## config.mk

```make
export PLATFORM = sky130hd
export DESIGN_NAME = rsa_keygen_ctrl
export DESIGN_NICKNAME = d
export VERILOG_FILES = /design/src/rtl/rsa_pkg.sv /design/src/rtl/serial_mod.sv /design/src/rtl/rsa_keygen_ctrl.sv
export SDC_FILE = /design/constraint.sdc
export NUM_CORES = 2
export LEC_CHECK = 0
export BUFFER_PORTS_ARGS = -buffer_cell sky130_fd_sc_hd__buf_2
export CORE_ASPECT_RATIO = 0.9
export CORE_MARGIN = 5
export CORE_UTILIZATION = 55
export CTS_CLUSTER_SIZE = 8
export DETAILED_ROUTE_END_ITERATION = 10
export PLACE_DENSITY = 0.8
export SLEW_MARGIN = 10
export SYNTH_ARGS = -nofsm -noshare
export SYNTH_HDL_FRONTEND = slang
export SYNTH_SLANG_ARGS = --single-unit
```

## constraint.sdc

```tcl
create_clock -name clk -period 14.2 [get_ports clk]
set_clock_uncertainty 0.2 [all_clocks]
set_input_delay 0 -clock clk [delete_from_list [all_inputs] [get_ports clk]]
set_output_delay 0 -clock clk [all_outputs]
set_load 0.02 [all_outputs]
```

## src/rtl/rsa_pkg.sv

```systemverilog
// ============================================================================
//  Module      : rsa_pkg
//  Description : Shared widths, FSM encodings and error codes for the RSA
//                key-generation sequencer.
//  Revision    : 1.0 - initial release
// ============================================================================
`default_nettype none

package rsa_pkg;

  localparam int KEY_W   = 32;
  localparam int PRIME_W = 16;

  localparam logic [3:0] ST_IDLE   = 4'd0;
  localparam logic [3:0] ST_PREP   = 4'd1;
  localparam logic [3:0] ST_ESEL   = 4'd2;
  localparam logic [3:0] ST_GCD    = 4'd3;
  localparam logic [3:0] ST_ENEXT  = 4'd4;
  localparam logic [3:0] ST_KICK   = 4'd5;
  localparam logic [3:0] ST_VERIFY = 4'd6;
  localparam logic [3:0] ST_DONE   = 4'd7;
  localparam logic [3:0] ST_ERR    = 4'd8;

  typedef enum logic [3:0] {
    S_IDLE   = ST_IDLE,
    S_PREP   = ST_PREP,
    S_ESEL   = ST_ESEL,
    S_GCD    = ST_GCD,
    S_ENEXT  = ST_ENEXT,
    S_KICK   = ST_KICK,
    S_VERIFY = ST_VERIFY,
    S_DONE   = ST_DONE,
    S_ERR    = ST_ERR
  } keygen_state_t;

  typedef logic [2:0] keygen_err_t;

  localparam keygen_err_t ERR_NONE    = 3'd0;
  localparam keygen_err_t ERR_BADP    = 3'd1;
  localparam keygen_err_t ERR_NOE     = 3'd2;
  localparam keygen_err_t ERR_TIMEOUT = 3'd3;
  localparam keygen_err_t ERR_VERIFY  = 3'd4;

  function automatic logic is_busy(input keygen_state_t s);
    return !((s == S_IDLE) || (s == S_DONE) || (s == S_ERR));
  endfunction

endpackage

`default_nettype wire

```

## src/rtl/serial_mod.sv

```systemverilog
// ============================================================================
//  Module      : serial_mod
//  Description : Restoring shift-subtract remainder, 32- or 64-bit dividend
//                by 32-bit divisor; one load cycle then one bit per cycle.
//  Revision    : 1.0 - initial release
// ============================================================================
`default_nettype none

module serial_mod
  import rsa_pkg::*;
(
  input  logic               clk,
  input  logic               reset_n,
  input  logic               load,
  input  logic               wide,
  input  logic [2*KEY_W-1:0] dividend,
  input  logic [KEY_W-1:0]   divisor,
  output logic [KEY_W-1:0]   rem,
  output logic               ready
);

  logic [2*KEY_W-1:0] dvd_q, dvd_d;
  logic [KEY_W-1:0]   div_q, div_d;
  logic [KEY_W-1:0]   rem_q, rem_d;
  logic [6:0]         cnt_q, cnt_d;
  logic               ready_q, ready_d;
  logic [KEY_W:0]     trial;
  logic [KEY_W-1:0]   diff;

  always_comb begin
    trial   = {rem_q, dvd_q[2*KEY_W-1]};
    // trial < 2*div, so the true difference always fits in KEY_W bits
    diff    = trial[KEY_W-1:0] - div_q;
    dvd_d   = dvd_q;
    div_d   = div_q;
    rem_d   = rem_q;
    cnt_d   = cnt_q;
    ready_d = ready_q;
    if (load) begin
      dvd_d   = wide ? dividend : {dividend[KEY_W-1:0], {KEY_W{1'b0}}};
      div_d   = divisor;
      rem_d   = '0;
      cnt_d   = wide ? 7'd64 : 7'd32;
      ready_d = 1'b0;
    end else if (cnt_q != 7'd0) begin
      dvd_d   = {dvd_q[2*KEY_W-2:0], 1'b0};
      rem_d   = (trial >= {1'b0, div_q}) ? diff : trial[KEY_W-1:0];
      cnt_d   = cnt_q - 7'd1;
      ready_d = (cnt_q == 7'd1);
    end
  end

  always_ff @(posedge clk or negedge reset_n) begin
    if (!reset_n) begin
      dvd_q   <= '0;
      div_q   <= '0;
      rem_q   <= '0;
      cnt_q   <= '0;
      ready_q <= 1'b0;
    end else begin
      dvd_q   <= dvd_d;
      div_q   <= div_d;
      rem_q   <= rem_d;
      cnt_q   <= cnt_d;
      ready_q <= ready_d;
    end
  end

  assign rem   = rem_q;
  assign ready = ready_q;

endmodule

`default_nettype wire

```

## src/rtl/rsa_keygen_ctrl.sv

```systemverilog
// ============================================================================
//  Module      : rsa_keygen_ctrl
//  Description : RSA key sequencer: n/phi, first odd e coprime to phi, then
//                drives generate_d and presents (n, e, d).
//                Optional (e*d) mod phi self-check: RSA_KEYGEN_VERIFY_EN.
//  Revision    : 1.0 - initial release
// ============================================================================
`default_nettype none

module rsa_keygen_ctrl
  import rsa_pkg::*;
#(
  parameter int unsigned TIMEOUT = 32'd1048576
) (
  input  logic               clk,
  input  logic               reset_n,
  input  logic               start,
  input  logic [PRIME_W-1:0] p1,
  input  logic [PRIME_W-1:0] p2,
  input  logic [KEY_W-1:0]   e_min,
  output logic               gd_compute,
  output logic [KEY_W-1:0]   gd_e,
  output logic [KEY_W-1:0]   gd_phi,
  input  logic [KEY_W-1:0]   gd_d,
  input  logic               gd_done,
  output logic [KEY_W-1:0]   n,
  output logic [KEY_W-1:0]   phi,
  output logic [KEY_W-1:0]   e,
  output logic [KEY_W-1:0]   d,
  output logic               key_valid,
  output logic               busy,
  output logic [2:0]         err_code
);

  keygen_state_t      state_q, state_d;
  logic [PRIME_W-1:0] p1_q, p1_d, p2_q, p2_d;
  logic [KEY_W-1:0]   emin_q, emin_d;
  logic [KEY_W-1:0]   n_q, n_d, phi_q, phi_d, e_q, e_d, d_q, d_d;
  logic [KEY_W-1:0]   a_q, a_d, b_q, b_d;
  logic               wait_q, wait_d;
  logic               armed_q, armed_d;
  logic [31:0]        timer_q, timer_d;
  logic               gdc_q, gdc_d;
  logic [KEY_W-1:0]   gde_q, gde_d, gdphi_q, gdphi_d;
  logic               kv_q, kv_d;
  keygen_err_t        err_q, err_d;

  logic               mod_load, mod_wide, mod_ready;
  logic [2*KEY_W-1:0] mod_dividend;
  logic [KEY_W-1:0]   mod_divisor, mod_rem;
  logic [KEY_W-1:0]   e_cand;
  logic [KEY_W:0]     e_step;
  logic [KEY_W-1:0]   p1_ext, p2_ext;

`ifdef RSA_KEYGEN_VERIFY_EN
  logic [2*KEY_W-1:0] ed_prod;
  assign ed_prod = {{KEY_W{1'b0}}, e_q} * {{KEY_W{1'b0}}, d_q};
`endif

  assign p1_ext = {{(KEY_W-PRIME_W){1'b0}}, p1_q};
  assign p2_ext = {{(KEY_W-PRIME_W){1'b0}}, p2_q};

  serial_mod u_mod (
    .clk      (clk),
    .reset_n  (reset_n),
    .load     (mod_load),
    .wide     (mod_wide),
    .dividend (mod_dividend),
    .divisor  (mod_divisor),
    .rem      (mod_rem),
    .ready    (mod_ready)
  );

  always_comb begin
    state_d      = state_q;
    p1_d         = p1_q;
    p2_d         = p2_q;
    emin_d       = emin_q;
    n_d          = n_q;
    phi_d        = phi_q;
    e_d          = e_q;
    d_d          = d_q;
    a_d          = a_q;
    b_d          = b_q;
    wait_d       = wait_q;
    armed_d      = armed_q;
    timer_d      = timer_q;
    gdc_d        = gdc_q;
    gde_d        = gde_q;
    gdphi_d      = gdphi_q;
    kv_d         = kv_q;
    err_d        = err_q;
    mod_load     = 1'b0;
    mod_wide     = 1'b0;
    mod_dividend = {{KEY_W{1'b0}}, a_q};
    mod_divisor  = b_q;
    e_cand       = (emin_q < 32'd3) ? 32'd3 : emin_q;
    e_step       = {1'b0, e_q} + 33'd2;

    case (state_q)
      S_IDLE, S_DONE, S_ERR: begin
        if (start) begin
          p1_d    = p1;
          p2_d    = p2;
          emin_d  = e_min | 32'd1;
          kv_d    = 1'b0;
          err_d   = ERR_NONE;
          state_d = S_PREP;
        end
      end

      S_PREP: begin
        if ((p1_q < 16'd3) || (p2_q < 16'd3)) begin
          err_d   = ERR_BADP;
          state_d = S_ERR;
        end else begin
          n_d     = p1_ext * p2_ext;
          phi_d   = (p1_ext - 32'd1) * (p2_ext - 32'd1);
          state_d = S_ESEL;
        end
      end

      S_ESEL: begin
        if (e_cand >= phi_q) begin
          err_d   = ERR_NOE;
          state_d = S_ERR;
        end else begin
          e_d     = e_cand;
          a_d     = phi_q;
          b_d     = e_cand;
          wait_d  = 1'b0;
          state_d = S_GCD;
        end
      end

      // Euclid: a <- b, b <- a mod b until b = 0; gcd is then in a
      S_GCD: begin
        if (!wait_q) begin
          if (b_q == '0) begin
            if (a_q == 32'd1) begin
              gdc_d   = 1'b1;
              gde_d   = e_q;
              gdphi_d = phi_q;
              timer_d = '0;
              armed_d = 1'b0;
              state_d = S_KICK;
            end else begin
              state_d = S_ENEXT;
            end
          end else begin
            mod_load = 1'b1;
            wait_d   = 1'b1;
          end
        end else if (mod_ready) begin
          a_d    = b_q;
          b_d    = mod_rem;
          wait_d = 1'b0;
        end
      end

      S_ENEXT: begin
        if (e_step[KEY_W] || (e_step[KEY_W-1:0] >= phi_q)) begin
          err_d   = ERR_NOE;
          state_d = S_ERR;
        end else begin
          e_d     = e_step[KEY_W-1:0];
          a_d     = phi_q;
          b_d     = e_step[KEY_W-1:0];
          state_d = S_GCD;
        end
      end

      // A done already high on entry is stale; only accept one seen after a low
      S_KICK: begin
        armed_d = armed_q | ~gd_done;
        if (gd_done && armed_q) begin
          d_d   = gd_d;
          gdc_d = 1'b0;
`ifdef RSA_KEYGEN_VERIFY_EN
          wait_d  = 1'b0;
          state_d = S_VERIFY;
`else
          kv_d    = 1'b1;
          state_d = S_DONE;
`endif
        end else if (timer_q >= (TIMEOUT - 32'd1)) begin
          gdc_d   = 1'b0;
          err_d   = ERR_TIMEOUT;
          state_d = S_ERR;
        end else begin
          timer_d = timer_q + 32'd1;
        end
      end

`ifdef RSA_KEYGEN_VERIFY_EN
      S_VERIFY: begin
        mod_wide     = 1'b1;
        mod_dividend = ed_prod;
        mod_divisor  = phi_q;
        if (!wait_q) begin
          mod_load = 1'b1;
          wait_d   = 1'b1;
        end else if (mod_ready) begin
          if (mod_rem == 32'd1) begin
            kv_d    = 1'b1;
            state_d = S_DONE;
          end else begin
            err_d   = ERR_VERIFY;
            state_d = S_ERR;
          end
        end
      end
`endif

      default: state_d = S_IDLE;
    endcase
  end

  always_ff @(posedge clk or negedge reset_n) begin
    if (!reset_n) begin
      state_q <= S_IDLE;
      p1_q    <= '0;
      p2_q    <= '0;
      emin_q  <= '0;
      n_q     <= '0;
      phi_q   <= '0;
      e_q     <= '0;
      d_q     <= '0;
      a_q     <= '0;
      b_q     <= '0;
      wait_q  <= 1'b0;
      armed_q <= 1'b0;
      timer_q <= '0;
      gdc_q   <= 1'b0;
      gde_q   <= '0;
      gdphi_q <= '0;
      kv_q    <= 1'b0;
      err_q   <= ERR_NONE;
    end else begin
      state_q <= state_d;
      p1_q    <= p1_d;
      p2_q    <= p2_d;
      emin_q  <= emin_d;
      n_q     <= n_d;
      phi_q   <= phi_d;
      e_q     <= e_d;
      d_q     <= d_d;
      a_q     <= a_d;
      b_q     <= b_d;
      wait_q  <= wait_d;
      armed_q <= armed_d;
      timer_q <= timer_d;
      gdc_q   <= gdc_d;
      gde_q   <= gde_d;
      gdphi_q <= gdphi_d;
      kv_q    <= kv_d;
      err_q   <= err_d;
    end
  end

  assign gd_compute = gdc_q;
  assign gd_e       = gde_q;
  assign gd_phi     = gdphi_q;
  assign n          = n_q;
  assign phi        = phi_q;
  assign e          = e_q;
  assign d          = d_q;
  assign key_valid  = kv_q;
  assign busy       = is_busy(state_q);
  assign err_code   = err_q;

endmodule

`default_nettype wire

```

==> impl.org <==
** Worst setup path
- Data on the critical path is required at its endpoint by between 10000 and 15000 ps.
- The number of cells on the worst reg-to-reg path is 26.
- Setup Crit Path Kind :: reg2reg
- The worst register-to-register path has a setup slack of between 4000 and 5000 ps.
- Endpoint type of the worst setup path :: flop
- The worst setup path is launched from a flop.
- Worst path arrival time :: 9700 ps
- Tracing the worst setup path back leads to its startpoint at p2_q[3]$_DFFE_PN0P_.
- The most critical setup path has its endpoint at phi[31]$_DFFE_PN0P_.
- Of all nets on the critical path, the largest fanout is 22.
- The startpoint identified for the worst register-to-register timing path is p2_q[3]$_DFFE_PN0P_.
- Endpoint of the lowest-slack register-to-register path :: phi[31]$_DFFE_PN0P_

** Layout
- Storage element area :: ~12000 sq um
- Share of layout cells above drive strength 1 :: 10.3%
- Measured on the finished design, the core utilization comes to 64.1%.
- Counting the fill cells in the layout gives 5903.
- Footprint of the multi-input gates :: 27600 sq um
- Layout-stage area growth over the synthesis result :: 15.0%
- The net count of the finished layout is 5967.

** STA
- The number of endpoints with negative hold slack in the final report is 0.
- Post-route minimum period :: 9440 ps
- For the pin with the worst max-slew slack, the measured transition is around 1300 ps.
- Setup violations remaining at the end of the flow were counted as 0.
- Headroom to the max-slew limit came out at between 10% and 20%.
- Final worst slack :: 4760 ps
- Fmax achieved :: approximately 0.11 GHz
- The final max-slew violation count is 0.
- Unrepaired setup endpoints after global routing :: false
- After routing, the total negative slack on setup checks comes to 0 ps.
- In the finished design, the share of the clock period the worst path needs comes to 66.5%.

** Clocking
- Number of buffers created by CTS :: 69
- Counting every sink on the clock net gives 466.
- The H-tree was split into 3 levels.
- Later-pin clock latency in the skew report :: approximately 630 ps
- Counting along the longest clock path gives a buffer depth of 3.
- CTS tree :: done
- CTS root buffer :: clkbuf_16
- Gates resized during post-CTS repair numbered 0.
- Clock transition at the register clock pins on the worst setup and hold paths after CTS :: 50 ps
- Once the clock tree was built, the setup fixing pass inserted 0 buffers.

** Logic synthesis
- Sequential cells were found to cover between 20 and 30% of the synthesized design area.
- Yosys top cell area share :: 27.4%
- dfrtp_1 takes more of the synthesized area than any other cell.
- After synthesis, the mean cell area works out to 9.05 sq um.
- Yosys mapped a number of flops with a built-in enable equal to 0.
- Yosys reg bits :: 466
- The number of nets handed over by synthesis was 5577.
- Top_reg_cell synth :: dfrtp_1
- Yosys printed 0 warnings.
- The mapped netlist covers 42600 sq um.
- The netlist uses between 80 and 90 different library cells.
- Sorting the synthesized cells by area gives the leading types as dfrtp_1 27%, fa_1 22%, ha_1 8.5%, nand2_1 7.2%, inv_1 5.7%.
- After synthesis, the share of flip-flops with an asynchronous set or reset is 100%.
- Post-Synthesis Cells :: 4710

** Detailed routing
- The final route contains 36300 vias.
- Using the TritonRoute via totals, the vias-per-cell ratio works out to 5.90.
- WL per Instance :: 21.2 um
- The first TritonRoute pass finished after 7 iterations.
- In the routed design, unresolved DRC markers number 0.
- After detailed routing, the total wire length is 130 mm.
- In this run the remaining antenna-violating nets after routing total 0.
- Starting DRT DRC Count :: roughly 3700

** Floorplan
- Die area :: 83100 sq um
- For this configuration, the core starts out at a cell density of a little under three fifths.
- Die height :: 274 um
- I/O pin count :: between 200 and 300
- Row cnt :: 96
- From left edge to right edge, the die measures slightly above 300 um.
- Area of the core :: between 70000 and 80000 sq um

** Place
- Timing analysis after detailed placement gives a worst setup slack of 5060 ps.
- Input/output buffers :: 295
- Once detailed placement completed, the half-perimeter wirelength came to 90.2 mm.
- Weighted congestion reported at the end of routability-driven placement :: around 0.97

** Global routing
- Largest net degree at the start of global routing :: 114
- The via count of the first global-routing pass came to between 30000 and 40000.
- Total GRT Usage :: between 30% and 40%
- The initial antenna violation count is 8.
- Global-route wire length before repair :: 204 mm
- Total overflow reported by the global router :: 0

** Run status
- Status :: completed

** Hold path
- The worst hold path passes through 5 cells.
- Path category of the worst min-delay check :: in2reg

** Job
- Max cap viols :: 0
registers in the layout (all words and copies together) (netlist names), 2 cells and up:
register	flops
gd_phi	32
n	32
e	32
emin_q	32
a_q	32
u_mod.rem	32
d	32
u_mod.dvd_q	32
state_q	4
b_q	32
p2_q	16
timer_q	32
u_mod.div_q	32
gd_e	32
phi	32
u_mod.cnt_q	7
p1_q	16
err_code	2
logic make-up after synthesis:
family	after synthesis	share of synthesized area [%]
flip-flops	466	27.4
AND/OR/NAND/NOR	1551	16.1
AO/OA/AOI/OAI	683	9.73
other	1	0.00880
multiplexers	156	3.95
adder cells (fa/ha/maj)	767	30.9
buffers and inverters	900	8.08
XOR/XNOR	186	3.84
through the flow:
step | hold WS (ps) | instance area (sq um) | std cells
floorplan | -496 | 42600 | 4710
global placement | -37.6 | 44800 | 5831
detailed placement | -50.5 | 44800 | 5831
CTS | 71.3 | 49000 | 6137
global route | 200 | 49000 | 6142
finish | 178 | 49000 | 6144
cells in the mapped netlist (50+ instances only):
library cell	count
a21o_1	50
a21oi_1	160
and2_1	118
clkbuf_1	205
dfrtp_1	466
fa_1	477
ha_1	290
inv_1	650
mux2_2	68
mux2i_1	58
nand2_1	813
nand3_1	76
nor2_1	289
nor3_1	57
o21ai_0	232
xnor2_1	103
xor2_1	82
worst min path at each step:
stage	startpoint	end	slack (ps)
3_5_place_dp	reset_n	emin_q[20]$_DFFE_PN0P_	-50
4_1_cts	gd_done	armed_q$_DFFE_PN0P_	70
6_report	gd_done	armed_q$_DFFE_PN0P_	180
5_1_grt	gd_done	armed_q$_DFFE_PN0P_	200
3_3_place_gp	reset_n	emin_q[20]$_DFFE_PN0P_	-40
2_1_floorplan	reset_n	a_q[0]$_DFFE_PN0P_	-500
area by class of cell:
type                    count  area share, %
clock buffers              71           3.58
multi-input cells        3344           56.3
repair buffers            568           8.41
well taps                1029           2.63
inverters                 651           4.99
flip-flops and latches    466           23.8
clock inverters             8          0.283
diodes                      7         0.0357
critical path: stages, from the launching register on:
cell	delay (ps)
dfrtp_1	740
nor4_1	670
nand2_1	250
nor3_1	410
or3b_2	530
xnor2_1	770
nand2_1	180
fa_1	520
inv_1	50
fa_1	550
fa_1	420
fa_1	450
fa_1	490
inv_1	50
fa_1	470
inv_1	40
ha_1	300
a21o_1	180
a21o_1	170
a21oi_1	210
o21ai_0	130
or3_1	330
a21oi_1	170
o21ai_0	210
a41oi_1	450
mux2i_1	230
a21oi_1	80
metal layers:
layer  wire, um  global-route usage, %  up-vias
li1           -                      -    15900
met1      47400                   38.1    17800
met2      59400                   49.8     2032
met3      14100                   8.19      573
met4       9400                   19.1        4
met5         27                      0        -
cells in the final DEF, fill, tap and decap left out, drive strengths merged, types with 6 or more instances in the layout:
master and count:
a211oi 25, a21o 50, a21oi 161, a221o 18, a22oi 16, a31o 6
a31oi 45, and2 119, and3 16, buf 342, clkbuf 71, dfrtp 466
diode 7, dlygate4sd3 226, fa 477, ha 290, inv 653, mux2 98
mux2i 58, nand2 813, nand2b 28, nand3 76, nand4 42, nor2 290
nor2b 18, nor3 58, nor4 42, o211ai 10, o21a 12, o21ai 269
o21bai 10, o22ai 8, o31ai 13, or3 14, or4 7, xnor2 104
xor2 82
what timing repair did:
item,4_1_cts,5_1_grt
endpoints found under the setup margin,0,0
hold buffers,227,0
endpoints found under the hold margin,220,0
Power is not shown: default switching activity piles up to over one toggle a cycle in this logic, so the estimate is an artifact.
